File: src/rtl/vga_sync_decoder.sv
// VGA timing recovery: measures hsync/vsync periods, locks onto stable timing and
// emits active-area pixel coordinates, data-enable and colour two clocks after the pins.
module vga_sync_decoder #(
  parameter int H_ACT_START = 145,
  parameter int H_ACT       = 640,
  parameter int V_ACT_START = 36,
  parameter int V_ACT       = 480,
  parameter int LOCK_FRAMES = 2
) (
  input  logic        clk25MHz,
  input  logic        reset,
  input  logic        hsync,
  input  logic        vsync,
  input  logic [3:0]  red,
  input  logic [3:0]  green,
  input  logic [3:0]  blue,
  output logic [9:0]  px_x,
  output logic [9:0]  px_y,
  output logic        de,
  output logic [11:0] rgb_out,
  output logic        frame_start,
  output logic        locked,
  output logic [9:0]  h_total,
  output logic [9:0]  v_total,
  output logic        sync_err
);

  typedef enum logic [1:0] {SEARCH, MEASURE, CHECK, LOCKED} state_t;

  localparam int MW = $clog2(LOCK_FRAMES + 1);
  localparam logic [9:0] SAT = 10'h3FF;

  logic        r_s1_hs, r_s1_vs, r_s2_hs, r_s2_vs;
  logic [11:0] r_s1_rgb;
  logic [9:0]  r_hpos, r_vpos, r_first_h, r_ref_h, r_ref_v, r_h_total, r_v_total;
  logic [MW-1:0] r_match;
  logic        r_frame_bad;
  state_t      r_state, w_state_nxt;

  logic [9:0]  r_px_x, r_px_y;
  logic [11:0] r_rgb;
  logic        r_de, r_fs, r_sync_err;

  logic        w_h_edge, w_v_edge, w_sat, w_line_bad, w_vlen_bad, w_frame_bad;
  logic        w_sync_err, w_load_ref, w_match_clr, w_match_inc, w_de;
  logic [9:0]  w_hpos, w_vpos, w_line_len, w_frame_len, w_px_x, w_px_y;

  // Position of the sample currently in S1, plus line/frame measurements.
  always_comb begin
    w_h_edge    = r_s1_hs & ~r_s2_hs;
    w_v_edge    = r_s1_vs & ~r_s2_vs;
    w_hpos      = w_h_edge ? '0 : ((r_hpos == SAT) ? SAT : r_hpos + 10'd1);
    w_vpos      = r_vpos;
    if (w_v_edge)
      w_vpos = '0;
    else if (w_h_edge)
      w_vpos = (r_vpos == SAT) ? SAT : r_vpos + 10'd1;
    w_line_len  = r_hpos + 10'd1;
    w_frame_len = r_vpos + 10'd1;
    w_sat       = (w_hpos == SAT) || (w_vpos == SAT);
    w_line_bad  = w_h_edge && (w_line_len != r_ref_h);
    w_vlen_bad  = (w_frame_len != r_ref_v);
    w_frame_bad = r_frame_bad || w_line_bad || w_vlen_bad;
    w_de        = (r_state == LOCKED)
               && (int'(w_hpos) >= H_ACT_START) && (int'(w_hpos) < H_ACT_START + H_ACT)
               && (int'(w_vpos) >= V_ACT_START) && (int'(w_vpos) < V_ACT_START + V_ACT);
    w_px_x      = w_de ? w_hpos - 10'(H_ACT_START) : '0;
    w_px_y      = w_de ? w_vpos - 10'(V_ACT_START) : '0;
  end

  // NOTE: every signal gets a default before the case so no path leaves one unassigned (no latches).
  always_comb begin
    w_state_nxt = r_state;
    w_sync_err  = 1'b0;
    w_load_ref  = 1'b0;
    w_match_clr = 1'b0;
    w_match_inc = 1'b0;
    if (w_sat) begin
      w_state_nxt = SEARCH;
      w_sync_err  = (r_state == LOCKED);
    end else begin
      case (r_state)
        SEARCH:  if (w_v_edge) w_state_nxt = MEASURE;
        MEASURE: if (w_v_edge) begin
          w_load_ref  = 1'b1;
          w_match_clr = 1'b1;
          w_state_nxt = CHECK;
        end
        CHECK:   if (w_v_edge) begin
          if (w_frame_bad) begin
            w_load_ref  = 1'b1;
            w_match_clr = 1'b1;
          end else if (int'(r_match) + 1 >= LOCK_FRAMES) begin
            w_match_clr = 1'b1;
            w_state_nxt = LOCKED;
          end else begin
            w_match_inc = 1'b1;
          end
        end
        LOCKED:  if (w_line_bad || (w_v_edge && w_vlen_bad)) begin
          w_sync_err  = 1'b1;
          w_state_nxt = MEASURE;
        end
        default: w_state_nxt = SEARCH;
      endcase
    end
  end

  always_ff @(posedge clk25MHz or posedge reset) begin
    if (reset) r_state <= SEARCH;
    else       r_state <= w_state_nxt;
  end

  // NOTE: sequential state uses non-blocking assignments so S2 samples the old S1 value.
  always_ff @(posedge clk25MHz or posedge reset) begin
    if (reset) begin
      r_s1_hs     <= 1'b0;
      r_s1_vs     <= 1'b0;
      r_s2_hs     <= 1'b0;
      r_s2_vs     <= 1'b0;
      r_s1_rgb    <= '0;
      r_hpos      <= '0;
      r_vpos      <= '0;
      r_h_total   <= '0;
      r_v_total   <= '0;
      r_first_h   <= '0;
      r_frame_bad <= 1'b0;
      r_ref_h     <= '0;
      r_ref_v     <= '0;
      r_match     <= '0;
      r_px_x      <= '0;
      r_px_y      <= '0;
      r_de        <= 1'b0;
      r_rgb       <= '0;
      r_fs        <= 1'b0;
      r_sync_err  <= 1'b0;
    end else begin
      r_s1_hs  <= hsync;
      r_s1_vs  <= vsync;
      r_s1_rgb <= {red, green, blue};
      r_s2_hs  <= r_s1_hs;
      r_s2_vs  <= r_s1_vs;
      r_hpos   <= w_hpos;
      r_vpos   <= w_vpos;
      if (w_h_edge) r_h_total <= w_line_len;
      if (w_v_edge) r_v_total <= w_frame_len;
      // Length of line 0 of the current frame becomes the line reference.
      if (w_h_edge && !w_v_edge && r_vpos == '0) r_first_h <= w_line_len;
      if (w_v_edge)        r_frame_bad <= 1'b0;
      else if (w_line_bad) r_frame_bad <= 1'b1;
      if (w_load_ref) begin
        r_ref_h <= r_first_h;
        r_ref_v <= w_frame_len;
      end
      if (w_match_clr)      r_match <= '0;
      else if (w_match_inc) r_match <= r_match + 1'b1;
      r_px_x     <= w_px_x;
      r_px_y     <= w_px_y;
      r_de       <= w_de;
      r_rgb      <= w_de ? r_s1_rgb : '0;
      r_fs       <= w_v_edge;
      r_sync_err <= w_sync_err;
    end
  end

  assign px_x        = r_px_x;
  assign px_y        = r_px_y;
  assign de          = r_de;
  assign rgb_out     = r_rgb;
  assign frame_start = r_fs;
  assign locked      = (r_state == LOCKED);
  assign h_total     = r_h_total;
  assign v_total     = r_v_total;
  assign sync_err    = r_sync_err;

endmodule

File: config.mk
export PLATFORM = sky130hd
export DESIGN_NAME = vga_sync_decoder
export DESIGN_NICKNAME = d
export VERILOG_FILES = /design/src/rtl/vga_sync_decoder.sv
export SDC_FILE = /design/constraint.sdc
export NUM_CORES = 1
export LEC_CHECK = 0
export BUFFER_PORTS_ARGS = -buffer_cell sky130_fd_sc_hd__buf_2
export CAP_MARGIN = 20
export CORE_MARGIN = 3
export CORE_UTILIZATION = 53
export CTS_CLUSTER_SIZE = 10
export DETAILED_ROUTE_END_ITERATION = 7
export HOLD_SLACK_MARGIN = 0.15
export PLACE_DENSITY = 0.79
export REMOVE_ABC_BUFFERS = 1
export SLEW_MARGIN = 30
export SYNTH_ARGS = -nofsm -noshare
export SYNTH_HDL_FRONTEND = slang
export SYNTH_SLANG_ARGS = --single-unit
File: constraint.sdc
create_clock -name clk25MHz -period 4 [get_ports clk25MHz]
set_input_delay 0.8 -clock clk25MHz [delete_from_list [all_inputs] [get_ports clk25MHz]]
set_output_delay 0.8 -clock clk25MHz [all_outputs]
set_load 0.01 [all_outputs]
==> summary.md, run 1 <==
| Metric | Value |
|---|---|
| Vias/cell | 5.627 |
| Num ports | between 70 and 80 |
| Cts bufs inserted | 17 |
| Die W | 117.3 um |
| Synthesized area per cell | 10.23 um2 |
| Share of layout cells above drive strength 1 | roughly 24% |
| DP Worst Slack | between 0.3 and 0.4 ns |
| Initial DRC count | 378 |
| Layout net count | 740 |
| Residual DRC count | 0 |
| Ys flop type | dfrtp_1 |
| Core area | approximately 12000 um2 |
| Yosys reg bits | 126 |
| Diode count | 0 |
| Max incr delay on CP | 0.61 ns |
| Final Hold Violating Endpoints | 0 |
| Setup-failing EPs final | 0 |
| CP Capture Type | register |
| Register area share after synthesis | roughly 48% |
| Commonest non-fill, non-tap cell in the layout | dfrtp_1 |
| Slew at the pin with the worst max-slew slack | 0.6914 ns |
| Post-Syn Area | 6560 um2 |
| Arr. time, crit path | 3.97 ns |
| Vias | 5008 |
| Hold crit path type | reg2reg |
| Gr usage total | 23.33% |
| Largest net degree at the start of global routing | 73 |
| Initial Utilization | between 50 and 60% |
| Overall power | slightly below 4 mW |
| Fin crit share | 91.43% |
| Leak | 3.675 nW |
| Number of global-route vias before repair | 4987 |
| PD cells | 518.9 nW/um2 |
| Initial antenna violation count | 0 |
| Rows | 40 |
| Crit-path max FO | 14 |
| Hold EP | r_s2_vs |
| Clk slew on worst S/H paths | 0.06 ns |
| Crit path buf inv count | 2 |
| Async set-reset flop share out of synthesis | 100.0% |
| CP dominant cell by count | inv_1 |
| I/O Buffers | between 70 and 80 |
| Die Height | 117.3 um |
| Final weighted congestion in routability-driven placement | ~0.96 |
| Resize count post-CTS | 0 |
| Antenna-violating nets left | 0 |
| Status | finished, final reports clean |
| Cells after Synth | 641 |
| Worst path slowest cell | dfrtp_1 |
| Clk buf depth | 2 |
| Internal reg-to-reg setup slack | roughly 0.34 ns |
| Clock sinks | 126 |
| FF-to-FF Start | r_hpos[0] |
| Crit path required time | 4.31 ns |
| Max Freq | roughly 270 MHz |
| Yosys Warn Count | 0 |
| Total setup buffers inserted after CTS | 0 |
| Grt total ovfl | 0 |
| Hold Path Origin | r_s1_vs |
| Setup Skew | roughly 0.006 ns |
| WL per Instance | 16.58 um |
| Crit path max-delay family | compound AO/OA/AOI/OAI gates |
| CP cell instances | ha_2 > inv_1 > or3_1 > a21oi_1 > inv_1 > ha_1 > nand4_1 > and2_1 > o311ai_1 > a311o_2 > a221oi_1 |
| Crit Path Category | reg2reg |
| VDD IR max | 0.3323 mV |
| Slew margin rel. | 53.78% |
| Most frequent cells in the layout | dfrtp_1 (126), nand2_1 (71), buf_2 (71) |
| R2R depth | 11 |
| Worst skew pair latency | between 0.4 and 0.5 ns |
| Post-synth EDFFs | 0 |
| Area grow syn2layout | 16.84% |
| Cts hold-fix bufs | 0 |
| Hold WS | approximately 0.38 ns |
| Synth unique cells | 84 |
| # Max-Cap Violations | 0 |
| Detailed Routing Iterations Pass 1 | 5 |
| RSZ-0062 raised after global routing | false |
| Pins Over Slew Limit | 0 |
| Fin worst setup slack | 0.3430 ns |
| HPWL after DPL | slightly above 10000 um |
| Die area | 13750 um2 |
| Htree depth | 4 |
| TritonCTS clock tree | yes |
| Wirelength, routed | 14760 um |
| Hold Path Cell Cnt | 0 |
| Root Driver | clkbuf_16 |
| Minimum clock period | 3.657 ns |
| Worst Setup Start Kind | register |
| First-pass GRT wire length | 24730 um |
| Worst reg2reg path endpoint | px_x[6] |
[layer usage]
layer	vias up	track usage, %	wire [um]
met5	-	0	0
met4	0	10.17	335
met3	34	7.301	1106
met2	209	34.39	6728
met1	2401	31.88	6584
li1	2364	-	-
[Yosys cell counts, types with 12 or more instances]
cell type | instances | area (um2)
o21ai_0 | 39 | 195.2
nor3_1 | 12 | 60.06
nand2_1 | 71 | 266.5
xnor2_1 | 22 | 192.7
buf_2 | 13 | 65.06
inv_1 | 42 | 157.7
xor2_1 | 15 | 131.4
nor2_1 | 40 | 150.1
dfrtp_1 | 126 | 3153
clkbuf_1 | 13 | 48.80
a21oi_1 | 18 | 90.09
nand3_1 | 22 | 110.1
ha_1 | 15 | 187.7
mux2_4 | 16 | 240.2
[worst reg2reg max path, cell delays in order (launching register included)]
cell and delay (ns):
dfrtp_1 0.61, ha_2 0.43, inv_1 0.13, or3_1 0.56
a21oi_1 0.26, inv_1 0.07, ha_1 0.24, nand4_1 0.07
and2_1 0.23, o311ai_1 0.13, a311o_2 0.52, a221oi_1 0.30
[worst max-delay path by stage]
stage                      end  startpoint  cells past startpoint
floorplan                   de       reset                      1
global placement       px_y[8]   r_hpos[0]                     12
detailed placement     px_y[8]   r_hpos[0]                     12
CTS                    px_y[8]   r_hpos[0]                     12
global route        rgb_out[6]   r_hpos[0]                     12
finish                 px_x[6]   r_hpos[0]                     11
[layout make-up]
type / instances / area (um2)
multi-input combinational: 433 / 3025
clock inverter: 12 / 135.1
tap: 168 / 210.2
inverter: 43 / 166.4
clock buffer: 20 / 466.7
timing repair buffer: 88 / 508.0
sequential: 126 / 3153
fill: 961 / 4397
[stage by stage]
step | utilization, % | cell area, um2 | instances | setup TNS, ns
2_1_floorplan | - | 6330 | 602 | -19.65
3_3_place_gp | 58.52 | 7058 | 858 | 0
3_5_place_dp | 58.52 | 7058 | 858 | 0
4_1_cts | 63.51 | 7660 | 890 | 0
5_1_grt | 63.55 | 7665 | 890 | 0
6_report | 63.55 | 7665 | 890 | 0
[kinds of logic (layout without fill, tap and decap cells)]
kind of cell | after synthesis | in the layout | share of synthesized area (%)
compound gates | 126 | 126 | 14.19
mux | 23 | 23 | 4.730
simple gates | 230 | 230 | 18.56
buf+inv | 82 | 163 | 5.970
xor+xnor | 39 | 39 | 5.626
flops | 126 | 126 | 48.06
fa+ha+maj | 15 | 15 | 2.861
[where the power goes]
| group | internal [mW] | switching [mW] |
|---|---|---|
| Clock | 0.968 | 0.578 |
| Sequential | 1.41 | 0.132 |
| Combinational | 0.401 | 0.486 |
| Total | 2.78 | 1.20 |
Power figures use the tool's default switching activity.
==> run 2, diff against run 1 <==
- BUFFER_PORTS_ARGS: -buffer_cell sky130_fd_sc_hd__buf_2 -> -buffer_cell sky130_fd_sc_hd__buf_4
==> summary.md, run 2 (synthesis gave the netlist of run 1 again) <==
| Metric | Value |
|---|---|
| Setup Skew | 0.01449 ns |
| Hold WS | 0.3843 ns |
| Clk buf depth | 2 |
| Share of layout cells above drive strength 1 | between 20% and 30% |
| HPWL after DPL | 10340 um |
| Vias | 5029 |
| RSZ-0062 raised after global routing | false |
| Clock sinks | 126 |
| Htree depth | 4 |
| WL per Instance | 16.79 um |
| Crit path required time | 4.35 ns |
| # placed instances | ~860 |
| Fillcell total | about 940 |
| I/O Buffers | 71 |
| Slew at the pin with the worst max-slew slack | 0.7311 ns |
| Cts bufs inserted | 17 |
| Residual DRC count | 0 |
| Footprint of the multi-input gates | 3023 um2 |
| Root Driver | clkbuf_16 |
| Diode count | 0 |
| Leak | 3.691 nW |
| Switching pwr | 1.241 mW |
| Area grow syn2layout | 19.28% |
| TritonCTS clock tree | yes |
| Die W | 117.3 um |
| # Max-Cap Violations | 0 |
| Hold crit path type | reg2reg |
| Fin worst setup slack | 0.2426 ns |
| Num ports | 72 |
| Resize count post-CTS | 0 |
| Core area | between 10000 and 15000 um2 |
| Gr usage total | 23.48% |
| P_int | 2.762 mW |
| Detailed Routing Iterations Pass 1 | 5 |
| FF-to-FF Start | r_hpos[0] |
| Final Hold Violating Endpoints | 0 |
| Wirelength, routed | around 15000 um |
| Max Freq | around 270 MHz |
| Status | finished, final reports clean |
| Minimum clock period | roughly 3.8 ns |
| Crit-path max FO | 22 |
| Most frequent cells in the layout | dfrtp_1 (126), buf_4 (86), nand2_1 (71) |
| Area occupied by registers | ~3200 um2 |
| Grt total ovfl | 0 |
| Initial DRC count | 416 |
| CP Capture Type | register |
| Die Height | 117.3 um |
| Initial antenna violation count | 0 |
| First-pass GRT wire length | 24880 um |
| Part of the power in registers | 38.6% |
| Overall power | between 4 and 5 mW |
| Worst Setup Start Kind | register |
| Pins Over Slew Limit | 0 |
| Fin crit share | 93.93% |
| Sw Ratio | 31.00% |
| Slew margin rel. | 51.13% |
| Crit Path Category | reg2reg |
| PD cells | 511.5 nW/um2 |
| Rows | 40 |
| Crit path from | r_hpos[0] |
| Final weighted congestion in routability-driven placement | 0.9167 |
| DP Worst Slack | ~0.33 ns |
| Die area | around 14000 um2 |
| Setup-failing EPs final | 0 |
| Post-route non-filler standard cell count | 890 |
| Clk slew on worst S/H paths | 0.06 ns |
| Total setup buffers inserted after CTS | 0 |
| Layout net count | 740 |
| Power share of the combinational group | 23.4% |
| Number of global-route vias before repair | 4978 |
| Cts hold-fix bufs | 0 |
| Hold Path Origin | r_s1_vs |
| Clock share of power | 38.0% |
| Arr. time, crit path | between 4 and 5 ns |
| Worst skew pair latency | around 0.43 ns |
| Antenna-violating nets left | 0 |
| VDD IR max | roughly 0.36 mV |
| Commonest non-fill, non-tap cell in the layout | dfrtp_1 |
| Initial Utilization | 54.39% |
| Largest net degree at the start of global routing | 73 |
| Vias/cell | 5.651 |
[run 2: final cells by class]
| cell class | instances | area share [%] |
|---|---|---|
| Clock buffer | 17 | 5.437 |
| Clock inverter | 15 | 2.063 |
| Inverter | 43 | 2.127 |
| Multi-Input combinational cell | 433 | 38.63 |
| Sequential cell | 126 | 40.29 |
| Tap cell | 168 | 2.686 |
| Timing Repair Buffer | 88 | 8.762 |
[run 2: power groups by stage]
stage                     Clock (mW)  Sequential [mW]  Combinational, mW
final                           1.52             1.54              0.936
after global routing            1.61             1.57               1.02
after CTS                       1.55             1.54              0.929
after detailed placement           0             1.56              0.922
after global placement             0             1.55              0.879
after floorplan                    0             1.55              0.637
[run 2: worst max-delay path: stages (launching register included)]
cell and delay, ns:
dfrtp_1 0.62, ha_1 0.51, inv_1 0.16, or3_1 0.57, a21oi_1 0.26, inv_1 0.07, ha_1 0.23, nand4_1 0.08
and2_1 0.22, o311ai_1 0.12, a311o_2 0.51, buf_12 0.20, nor2_2 0.11
[run 2: final timing paths]
path / to / slack [ns] / depth (start not counted)
max: px_y[9] / 0.24 / 12
min: r_s2_vs / 0.38 / 0
max reg2reg: px_y[9] / 0.24 / 12
min reg2reg: r_s2_vs / 0.38 / 0
max in group asynchronous: r_ref_h[5] / 2.85 / 3
min in group asynchronous: px_y[2] / 0.46 / 2
[run 2: layer usage]
layer | up-vias | GRT usage, % | part of all wire [%] | wire, um
met2 | 224 | 34.65 | 46 | 6899
met5 | - | 0 | 0 | 0
met3 | 21 | 6.375 | 6.6 | 987
met4 | 0 | 9.098 | 1.7 | 248
met1 | 2416 | 33.14 | 46 | 6807
li1 | 2368 | - | - | -
[run 2: metrics by stage]
stage                     TNS, ns  area [um2]  util (%)
after floorplan            -19.65        6330         -
after global placement          0        7236     59.99
after detailed placement        0        7236     59.99
after CTS                       0        7823     64.85
after global routing            0        7825     64.88
final                           0        7825     64.88
